--- src/rtl/load_unit_ctrl_if.sv ---
// Shared load-kind encoding and the issue/memory/writeback bundle of load_unit_ctrl.
// The controller binds to the master modport; the issue stage and memory model use slave.

package load_unit_ctrl_pkg;

  localparam int unsigned ADDR_W = 32;
  localparam int unsigned DATA_W = 32;
  localparam int unsigned RD_W   = 5;

  typedef enum logic [2:0] {
    lk_lb      = 3'd0,
    lk_lh      = 3'd1,
    lk_lw      = 3'd2,
    lk_lbu     = 3'd3,
    lk_lhu     = 3'd4,
    lk_invalid = 3'd5
  } load_kind_t;

endpackage

interface load_unit_ctrl_if;
  import load_unit_ctrl_pkg::*;

  logic              issue_valid;
  logic              issue_ready;
  load_kind_t        issue_kind;
  logic [ADDR_W-1:0] issue_addr;
  logic [RD_W-1:0]   issue_rd;
  logic              flush;
  logic              mem_req_valid;
  logic              mem_req_ready;
  logic [ADDR_W-1:0] mem_req_addr;
  logic              mem_resp_valid;
  logic [DATA_W-1:0] mem_resp_data;
  logic              wb_valid;
  logic [RD_W-1:0]   wb_rd;
  logic [DATA_W-1:0] wb_data;
  logic              exc_valid;
  logic [1:0]        exc_cause;
  logic              busy;

  modport master (
    input  issue_valid, issue_kind, issue_addr, issue_rd, flush,
    input  mem_req_ready, mem_resp_valid, mem_resp_data,
    output issue_ready, mem_req_valid, mem_req_addr,
    output wb_valid, wb_rd, wb_data, exc_valid, exc_cause, busy
  );

  modport slave (
    output issue_valid, issue_kind, issue_addr, issue_rd, flush,
    output mem_req_ready, mem_resp_valid, mem_resp_data,
    input  issue_ready, mem_req_valid, mem_req_addr,
    input  wb_valid, wb_rd, wb_data, exc_valid, exc_cause, busy
  );

endinterface

--- src/rtl/load_unit_ctrl.sv ---
// load_unit_ctrl: sequences one RV32I load at a time from issue to the data-memory
// port, extracts/extends the returned byte, half or word, and reports writeback or
// an exception. Optional feature macro: LOAD_MISALIGN_TRAP_EN (misaligned lh/lhu/lw
// trap with cause 01 instead of being silently aligned).

module load_unit_ctrl
  import load_unit_ctrl_pkg::*;
#(
  parameter int unsigned MAX_WAIT = 255
) (
  input logic               clk,
  input logic               rst,
  load_unit_ctrl_if.master  bus
);

  // Counter must hold MAX_WAIT: a flush on the last WAIT cycle steps past MAX_WAIT-1.
  localparam int unsigned    CNT_W    = (MAX_WAIT > 1) ? $clog2(MAX_WAIT + 1) : 1;
  localparam logic [CNT_W-1:0] CNT_LAST = CNT_W'(MAX_WAIT - 1);

  localparam logic [1:0] CAUSE_MISALIGN = 2'b01;
  localparam logic [1:0] CAUSE_TIMEOUT  = 2'b10;
  localparam logic [1:0] CAUSE_INVALID  = 2'b11;

  typedef enum logic [2:0] {
    S_IDLE  = 3'd0,
    S_REQ   = 3'd1,
    S_WAIT  = 3'd2,
    S_WB    = 3'd3,
    S_EXC   = 3'd4,
    S_DRAIN = 3'd5
  } state_t;

  state_t            r_state;
  load_kind_t        r_kind;
  logic [ADDR_W-1:0] r_addr;
  logic [RD_W-1:0]   r_rd;
  logic [CNT_W-1:0]  r_cnt;
  logic              r_mem_req_valid;
  logic              r_wb_valid;
  logic [RD_W-1:0]   r_wb_rd;
  logic [DATA_W-1:0] r_wb_data;
  logic              r_exc_valid;
  logic [1:0]        r_exc_cause;
  logic              r_busy;

  logic              w_issue_ready;
  logic              w_misaligned;
  logic [7:0]        w_byte;
  logic [15:0]       w_half;
  logic [DATA_W-1:0] w_ext;

  // A flush in IDLE blocks acceptance in the same cycle.
  assign w_issue_ready = (r_state == S_IDLE) && !bus.flush;

`ifdef LOAD_MISALIGN_TRAP_EN
  // Misalignment judged on the offered load at accept time.
  assign w_misaligned =
      (((bus.issue_kind == lk_lh) || (bus.issue_kind == lk_lhu)) && bus.issue_addr[0]) ||
      ((bus.issue_kind == lk_lw) && (bus.issue_addr[1:0] != 2'b00));
`else
  assign w_misaligned = 1'b0;
`endif

  // Lane selection from the latched byte offset; half uses addr[1] only.
  assign w_byte = 8'(bus.mem_resp_data >> {r_addr[1:0], 3'b000});
  assign w_half = 16'(bus.mem_resp_data >> {r_addr[1], 4'b0000});

  // Sign/zero extension of the selected lane by load kind.
  always_comb begin
    w_ext = bus.mem_resp_data;
    unique case (r_kind)
      lk_lb:   w_ext = {{24{w_byte[7]}}, w_byte};
      lk_lh:   w_ext = {{16{w_half[15]}}, w_half};
      lk_lbu:  w_ext = {24'd0, w_byte};
      lk_lhu:  w_ext = {16'd0, w_half};
      default: w_ext = bus.mem_resp_data;
    endcase
  end

  // Load sequencer with registered request, writeback and exception outputs.
  always_ff @(posedge clk or negedge rst) begin
    if (!rst) begin
      r_state         <= S_IDLE;
      r_kind          <= lk_lb;
      r_addr          <= '0;
      r_rd            <= '0;
      r_cnt           <= '0;
      r_mem_req_valid <= 1'b0;
      r_wb_valid      <= 1'b0;
      r_wb_rd         <= '0;
      r_wb_data       <= '0;
      r_exc_valid     <= 1'b0;
      r_exc_cause     <= 2'b00;
      r_busy          <= 1'b0;
    end else begin
      r_wb_valid  <= 1'b0;
      r_exc_valid <= 1'b0;
      unique case (r_state)
        S_IDLE: begin
          if (bus.issue_valid && w_issue_ready) begin
            r_kind <= bus.issue_kind;
            r_addr <= bus.issue_addr;
            r_rd   <= bus.issue_rd;
            r_busy <= 1'b1;
            if (bus.issue_kind == lk_invalid) begin
              r_state     <= S_EXC;
              r_exc_valid <= 1'b1;
              r_exc_cause <= CAUSE_INVALID;
            end else if (w_misaligned) begin
              r_state     <= S_EXC;
              r_exc_valid <= 1'b1;
              r_exc_cause <= CAUSE_MISALIGN;
            end else begin
              r_state         <= S_REQ;
              r_mem_req_valid <= 1'b1;
            end
          end
        end
        S_REQ: begin
          if (bus.mem_req_ready) begin
            r_mem_req_valid <= 1'b0;
            r_cnt           <= '0;
            r_state         <= bus.flush ? S_DRAIN : S_WAIT;
          end else if (bus.flush) begin
            r_mem_req_valid <= 1'b0;
            r_busy          <= 1'b0;
            r_state         <= S_IDLE;
          end
        end
        S_WAIT: begin
          if (bus.flush) begin
            if (bus.mem_resp_valid) begin
              r_busy  <= 1'b0;
              r_state <= S_IDLE;
            end else begin
              r_cnt   <= r_cnt + CNT_W'(1);
              r_state <= S_DRAIN;
            end
          end else if (bus.mem_resp_valid) begin
            r_wb_data  <= w_ext;
            r_wb_rd    <= r_rd;
            r_wb_valid <= 1'b1;
            r_state    <= S_WB;
          end else if (r_cnt == CNT_LAST) begin
            r_exc_valid <= 1'b1;
            r_exc_cause <= CAUSE_TIMEOUT;
            r_state     <= S_EXC;
          end else begin
            r_cnt <= r_cnt + CNT_W'(1);
          end
        end
        S_DRAIN: begin
          if (bus.mem_resp_valid || (r_cnt >= CNT_LAST)) begin
            r_busy  <= 1'b0;
            r_state <= S_IDLE;
          end else begin
            r_cnt <= r_cnt + CNT_W'(1);
          end
        end
        S_WB, S_EXC: begin
          r_busy  <= 1'b0;
          r_state <= S_IDLE;
        end
        default: begin
          r_busy  <= 1'b0;
          r_state <= S_IDLE;
        end
      endcase
    end
  end

  assign bus.issue_ready   = w_issue_ready;
  assign bus.mem_req_valid = r_mem_req_valid;
  assign bus.mem_req_addr  = {r_addr[ADDR_W-1:2], 2'b00};
  assign bus.wb_valid      = r_wb_valid;
  assign bus.wb_rd         = r_wb_rd;
  assign bus.wb_data       = r_wb_data;
  assign bus.exc_valid     = r_exc_valid;
  assign bus.exc_cause     = r_exc_cause;
  assign bus.busy          = r_busy;

endmodule

--- src/flat_wrapper.sv ---
// flat-port wrapper written by rule: the top's interface ports become plain ports
module load_unit_ctrl_flat import load_unit_ctrl_pkg::*;
#(
  parameter int unsigned MAX_WAIT = 255
)
  (clk, rst, bus_issue_valid, bus_issue_kind, bus_issue_addr, bus_issue_rd, bus_flush, bus_mem_req_ready, bus_mem_resp_valid, bus_mem_resp_data, bus_issue_ready, bus_mem_req_valid, bus_mem_req_addr, bus_wb_valid, bus_wb_rd, bus_wb_data, bus_exc_valid, bus_exc_cause, bus_busy);
  load_unit_ctrl_if bus_i ();
  input logic clk;
  input logic rst;
  input wire logic [$bits(bus_i.issue_valid)-1:0] bus_issue_valid;
  input wire logic [$bits(bus_i.issue_kind)-1:0] bus_issue_kind;
  input wire logic [$bits(bus_i.issue_addr)-1:0] bus_issue_addr;
  input wire logic [$bits(bus_i.issue_rd)-1:0] bus_issue_rd;
  input wire logic [$bits(bus_i.flush)-1:0] bus_flush;
  input wire logic [$bits(bus_i.mem_req_ready)-1:0] bus_mem_req_ready;
  input wire logic [$bits(bus_i.mem_resp_valid)-1:0] bus_mem_resp_valid;
  input wire logic [$bits(bus_i.mem_resp_data)-1:0] bus_mem_resp_data;
  output wire logic [$bits(bus_i.issue_ready)-1:0] bus_issue_ready;
  output wire logic [$bits(bus_i.mem_req_valid)-1:0] bus_mem_req_valid;
  output wire logic [$bits(bus_i.mem_req_addr)-1:0] bus_mem_req_addr;
  output wire logic [$bits(bus_i.wb_valid)-1:0] bus_wb_valid;
  output wire logic [$bits(bus_i.wb_rd)-1:0] bus_wb_rd;
  output wire logic [$bits(bus_i.wb_data)-1:0] bus_wb_data;
  output wire logic [$bits(bus_i.exc_valid)-1:0] bus_exc_valid;
  output wire logic [$bits(bus_i.exc_cause)-1:0] bus_exc_cause;
  output wire logic [$bits(bus_i.busy)-1:0] bus_busy;
  assign bus_i.issue_valid = bus_issue_valid;
  assign bus_i.issue_kind = bus_issue_kind;
  assign bus_i.issue_addr = bus_issue_addr;
  assign bus_i.issue_rd = bus_issue_rd;
  assign bus_i.flush = bus_flush;
  assign bus_i.mem_req_ready = bus_mem_req_ready;
  assign bus_i.mem_resp_valid = bus_mem_resp_valid;
  assign bus_i.mem_resp_data = bus_mem_resp_data;
  assign bus_issue_ready = bus_i.issue_ready;
  assign bus_mem_req_valid = bus_i.mem_req_valid;
  assign bus_mem_req_addr = bus_i.mem_req_addr;
  assign bus_wb_valid = bus_i.wb_valid;
  assign bus_wb_rd = bus_i.wb_rd;
  assign bus_wb_data = bus_i.wb_data;
  assign bus_exc_valid = bus_i.exc_valid;
  assign bus_exc_cause = bus_i.exc_cause;
  assign bus_busy = bus_i.busy;
  load_unit_ctrl #(.MAX_WAIT(MAX_WAIT)) u_core (.clk(clk), .rst(rst), .bus(bus_i));
endmodule
--- config.mk ---
export PLATFORM = sky130hd
export DESIGN_NAME = load_unit_ctrl_flat
export DESIGN_NICKNAME = d
export VERILOG_FILES = /design/src/rtl/load_unit_ctrl_if.sv /design/src/rtl/load_unit_ctrl.sv /design/src/flat_wrapper.sv
export SDC_FILE = /design/constraint.sdc
export NUM_CORES = 1
export LEC_CHECK = 0
export ABC_AREA = 1
export CAP_MARGIN = 10
export CELL_PAD_IN_SITES_DETAIL_PLACEMENT = 0
export CELL_PAD_IN_SITES_GLOBAL_PLACEMENT = 1
export CORE_ASPECT_RATIO = 0.6
export CORE_UTILIZATION = 34
export CTS_CLUSTER_DIAMETER = 30
export CTS_CLUSTER_SIZE = 12
export DETAILED_ROUTE_END_ITERATION = 12
export GPL_TIMING_DRIVEN = 0
export PLACE_DENSITY_LB_ADDON = 0.1
export SYNTH_ARGS = -nofsm -noshare
export SYNTH_HDL_FRONTEND = slang
export SYNTH_SLANG_ARGS = --single-unit
--- constraint.sdc ---
create_clock -name clk -period 1.7 [get_ports clk]
set_input_delay 0.255 -clock clk [delete_from_list [all_inputs] [get_ports clk]]
set_output_delay 0.255 -clock clk [all_outputs]
set_load 0.05 [all_outputs]
Word level (Yosys, flattened, before mapping)
Cells that the tools add are included.

Reductions and logical operators: 16. Muxes and demuxes: 45. Shifts and indexed selects: 2. Multipliers: 0. Order comparisons: 1. Add/subtract/negate cells: 1. Div/mod/pow operators: 0. Bitwise logic cells: 1. Eq/ne operators: 24.

Operators with widths (count): $pmux 32 s4 (1); $mux 8 (6); $shr 32x5->16 (1); $shr 32x5->8 (1); $mux 3 (10); $pmux 8 s3 (1); $ne 2x2->1 const B (11); $mux 1 (17); $pmux 3 s4 (1); $reduce_and 6->1 (2); $mux 2 (5); $eq 3x3->1 const B (3); $add 8x1->8 const B (1); $eq 8x8->1 const B (1); $ge 8x8->1 const B (1); $reduce_and 4->1 (2); $eq 3x1->1 const B (2); $eq 3x2->1 const B (2); $logic_not 3->1 (2); $ne 3x3->1 const B (2); $reduce_and 5->1 (1); $ne 2x1->1 const B (2); $ne 4x3->1 const B (1); $pmux 1 s2 (2); other kinds (10) (12).

Input port bits: 78. Memories: 0. Word-level logic and storage cells: 102. ROM bits: 0. Register bits: 94. RAM bits: 0. Bits in latches: 0.

Logic depth before layout (Yosys ltp)
Depth in word-level cells: 5. Gate-level depth with buffers: 11. Mapped depth without buffers: 11.

Worst setup path before layout
OpenSTA, ideal clock, no wires.

Kind: register -> register. From: register u_core.r_state[0]. To: register u_core.r_addr[16]. Buffers on the path: 2. Stages on the path, launching flop included: 10. Slack: 153 ps. Required time: 1634 ps. Arrival: 1481 ps. Cell sequence: dfrtp_1 nor2_4 nand2_2 nor2_4 nand2_4 clkinv_2 buf_6 buf_12 nand2_2 nand2_1.

Cells in the longest elaborated chain, start to end: 4.

Ends and longest elaborated chain: start: declaration (line load_unit_ctrl.sv:33) `state_t r_state;`; start signal: assignment (line load_unit_ctrl.sv:123) `r_state <= bus.flush ? S_DRAIN : S_WAIT;`; $logic_not 3->1 (line load_unit_ctrl.sv:53) `assign w_issue_ready = (r_state == S_IDLE) && !bus.flush;`; $logic_and 1x1->1 (line load_unit_ctrl.sv:53); named net bus_issue_ready (line flat_wrapper.sv:18) `output wire logic [$bits(bus_i.issue_ready)-1:0] bus_issue_ready;`; $logic_and 1x1->1 (line load_unit_ctrl.sv:100) `if (bus.issue_valid && w_issue_ready) begin`; $reduce_and 2->1 (no line); end signal: assignment (line load_unit_ctrl.sv:102) `r_addr <= bus.issue_addr;`; end: declaration (line load_unit_ctrl.sv:35) `logic [ADDR_W-1:0] r_addr;`.

The timed path passes the listed nets, and every way through them passes these cells. A chain may end at the register's enable or synchronous reset.

Final worst setup path
From: register u_core.r_state[0]. To: output bus_issue_ready.

Cells in the longest elaborated chain, start to end: 2.

Ends and longest elaborated chain (line): $logic_not 3->1 (load_unit_ctrl.sv:53); $logic_and 1x1->1 (load_unit_ctrl.sv:53); end: declaration (flat_wrapper.sv:18).

Every way passes these cells.

==> flow_summary.ini <==
[worst_setup_path]
crit_type = flop to output pin
cp_max_fo = 4
critPathCaptureType = output pin
cpMaxStageDelayCell = dfrtp_1
critPathMaxStageDelay_ns = 0.44
cp.required_ns = 1.44
cp_common_cell = nor2_4
arrival_ns = 1.36
crit_chain = nor2_4 > nand2_2 > nor2_4 > buf_6
critPathLaunchType = flop

[timing]
fin_crit_sh = 0.951
layout_setup_ws_ns = 0.0825
slew_viol_final = 0
fin_crit_ns = 1.62
worstMarginPinSlew_ns = 0.580
max_freq_mhz = 618
final.setup_skew_ns = 0.00552
relSlewSlack = 0.615
setup-tns-final_ns = 0
final-setup-viol-count = 0
hold_viol = 0

[finish]
fill_cells = 1503
n_antenna_cell = 0
regArea_um2 = 2360
layout_common_cells = nand2_1, dfrtp_1, clkdlybuf4s50_1, inv_1, dlygate4sd2_1
layout-drive-gt1-share = 0.124
final_common_cell = nand2_1
syn2layout_area_growth_pct = 39.5
multi_input_area_um2 = 2210
nets = 979

[global_routing]
antenna_found_initial = 0
grt_overflow_total = 0
track_usage = 0.193
grt_max_degree = 66
grt_pass1_wl_um = 24300
grt_pass1_vias = 4878

[place]
place_ws_ns = -0.508
io_buffers = 151
hpwl_um = 11000
gp_congestion = 0.877

[clock_tree]
htree_levels = 3
clockRootBuffer = clkbuf_16
insertion_delay_ns = 0.34
cts_tree = yes
clock-sinks = 94
numCtsBuffers = 9
cts_buffer_depth = 2
clkTransAtPathRegs_ns = 0.07

[routing]
drc_errors = 0
vias_per_cell = 4.50
wl_per_cell_um = 13.3
drt_iter0_drc = 226
first_pass_iters = 4
wl_um = 14600
ant_nets = 0
vias = 4941

[synthesis]
synth-seq-cells = 94
synth_mux_area_frac = 0
synthCells = 726
ys_seq_area_frac = 0.448
yosys.area_share.adder = 0.0119
synth_compound_area_frac = 0.0750
synth.avg_cell_area_um2 = 7.24
synth_area_um2 = 5250
synth_flop_cell = dfrtp_1
yosysUniqueCellTypes = 35
synth-xor-area-share = 0.00333
synth_top_family_by_area = simple AND/OR/NAND/NOR gates
yosysWarningCount = 0
synth-async-reset-ratio = 1.00
synth_edf_count = 0
synth-simple-area-share = 0.326

[pwr]
vdd_drop_max_mv = 1.03
pwr_density_cell_nw_per_um2 = 1930
power_leakage_uw = 0.00397

[floorplanning]
die_w_um = 162
io_pins = 154
fp.dieArea_um2 = 16000
start_util = 0.355
core-area_um2 = 14800
core.rowCount = 34
die_y_um = 98.3

[outcome]
status = finished, final reports clean

[worst_hold_path]
min_path_type = input port to asynchronous set/reset pin

[job]
cap_violations = 0
==> through the flow <==
| step | cells | utilization | hold WS, ns | power (uW) | area (um2) |
|---|---|---|---|---|---|
| 2_1_floorplan | 727 | - | -0.0406 | 9870 | 5260 |
| 3_3_place_gp | 1076 | 0.474 | 0.450 | 12600 | 7020 |
| 3_5_place_dp | 1077 | 0.476 | 0.225 | 12600 | 7040 |
| 4_1_cts | 1093 | 0.490 | 0.391 | 14200 | 7260 |
| 5_1_grt | 1098 | 0.495 | 0.427 | 15100 | 7330 |
| 6_report | 1098 | 0.495 | 0.390 | 14100 | 7330 |
==> cells by family (layout without fill, tap and decap cells) <==
group                      Yosys count  in the layout
buffers and inverters              138            311
DFF                                 94             94
other                                1              2
adders and majority gates            5              5
xor gates and xnor gates             2              2
and+or+nand+nor                    415            415
AOI/OAI and AO/OA                   71             71
==> power by group <==
| part | internal [uW] | switching [uW] |
|---|---|---|
| sequential | 3170 | 543 |
| combinational | 2580 | 5770 |
| clock | 1140 | 904 |
==> cell type report <==
| type | count | area share |
|---|---|---|
| clock buffer | 9 | 0.0307 |
| clock inverter | 6 | 0.00956 |
| timing repair buffer | 158 | 0.204 |
| tap | 198 | 0.0338 |
| sequential | 94 | 0.322 |
| inverter | 79 | 0.0406 |
| buffer | 59 | 0.0582 |
| multi-input combinational | 495 | 0.301 |
==> cell usage after synthesis (2+ instances only) <==
master | number | share of area
nand2_1 | 311 | 0.22
dfrtp_1 | 94 | 0.45
inv_1 | 74 | 0.053
o21ai_0 | 39 | 0.037
nor2_1 | 38 | 0.027
nand3_1 | 37 | 0.035
buf_4 | 34 | 0.049
o22ai_1 | 16 | 0.019
buf_2 | 15 | 0.014
nand2_2 | 14 | 0.017
a21oi_1 | 11 | 0.010
ha_1 | 5 | 0.012
buf_6 | 4 | 0.0086
clkbuf_1 | 4 | 0.0029
inv_2 | 4 | 0.0029
nand4_1 | 4 | 0.0048
nor2_4 | 3 | 0.0064
nor3_1 | 2 | 0.0019
==> state kept, by name, summed over array words and instances (netlist names) <==
| signal | cells |
|---|---|
| u_core.r_state | 3 |
| u_core.bus.mem_req_valid | 1 |
| u_core.bus.exc_valid | 1 |
| u_core.bus.wb_data | 32 |
| u_core.bus.busy | 1 |
| u_core.bus.wb_rd | 5 |
| u_core.r_addr | 32 |
| u_core.r_cnt | 8 |
| u_core.bus.wb_valid | 1 |
| u_core.bus.exc_cause | 2 |
| u_core.r_kind | 3 |
| u_core.r_rd | 5 |
==> per-layer routing <==
layer	GRT usage	part of all wire	vias to the layer above
li1	-	-	2541
met1	0.270	0.51	2274
met2	0.294	0.41	115
met3	0.0561	0.071	11
met4	0.0399	0.0084	0
met5	0	0	-
==> timing repair <==
| action | CTS | global route |
|---|---|---|
| resized for setup | 82 | 14 |
| pin swaps | 0 | 2 |
| buffers inserted | 0 | 5 |
| hold buffers | 1 | 0 |
| setup endpoints to repair | 109 | 51 |
| hold endpoints to repair | 29 | 0 |
==> path summary, 6_finish.rpt <==
kind                       slack, ns  cells past startpoint                           endpoint                              start
hold / removal                  0.39                      2        u_core.r_cnt[4]$_DFFE_PN0P_                                rst
hold reg to reg                 0.47                      2  u_core.bus.wb_data[2]$_DFFE_PN0P_  u_core.bus.wb_data[2]$_DFFE_PN0P_
setup / recovery                0.08                      4                    bus_issue_ready      u_core.r_state[0]$_DFFE_PN0P_
setup reg to reg                0.14                     10        u_core.r_cnt[0]$_DFFE_PN0P_        u_core.r_cnt[1]$_DFFE_PN0P_
min in group clk                0.44                      3       u_core.r_addr[2]$_DFFE_PN0P_                  bus_issue_addr[2]
max in group asynchronous       0.63                      3  u_core.bus.wb_data[2]$_DFFE_PN0P_                                rst
==> critical path, delay by kind of cell, from the launching register on <==
kind / cells / cell delay, ns
buf+inv: 1 / 0.17
flops: 1 / 0.44
simple gates: 3 / 0.40
Note: power is estimated with default switching activity, not from simulation.
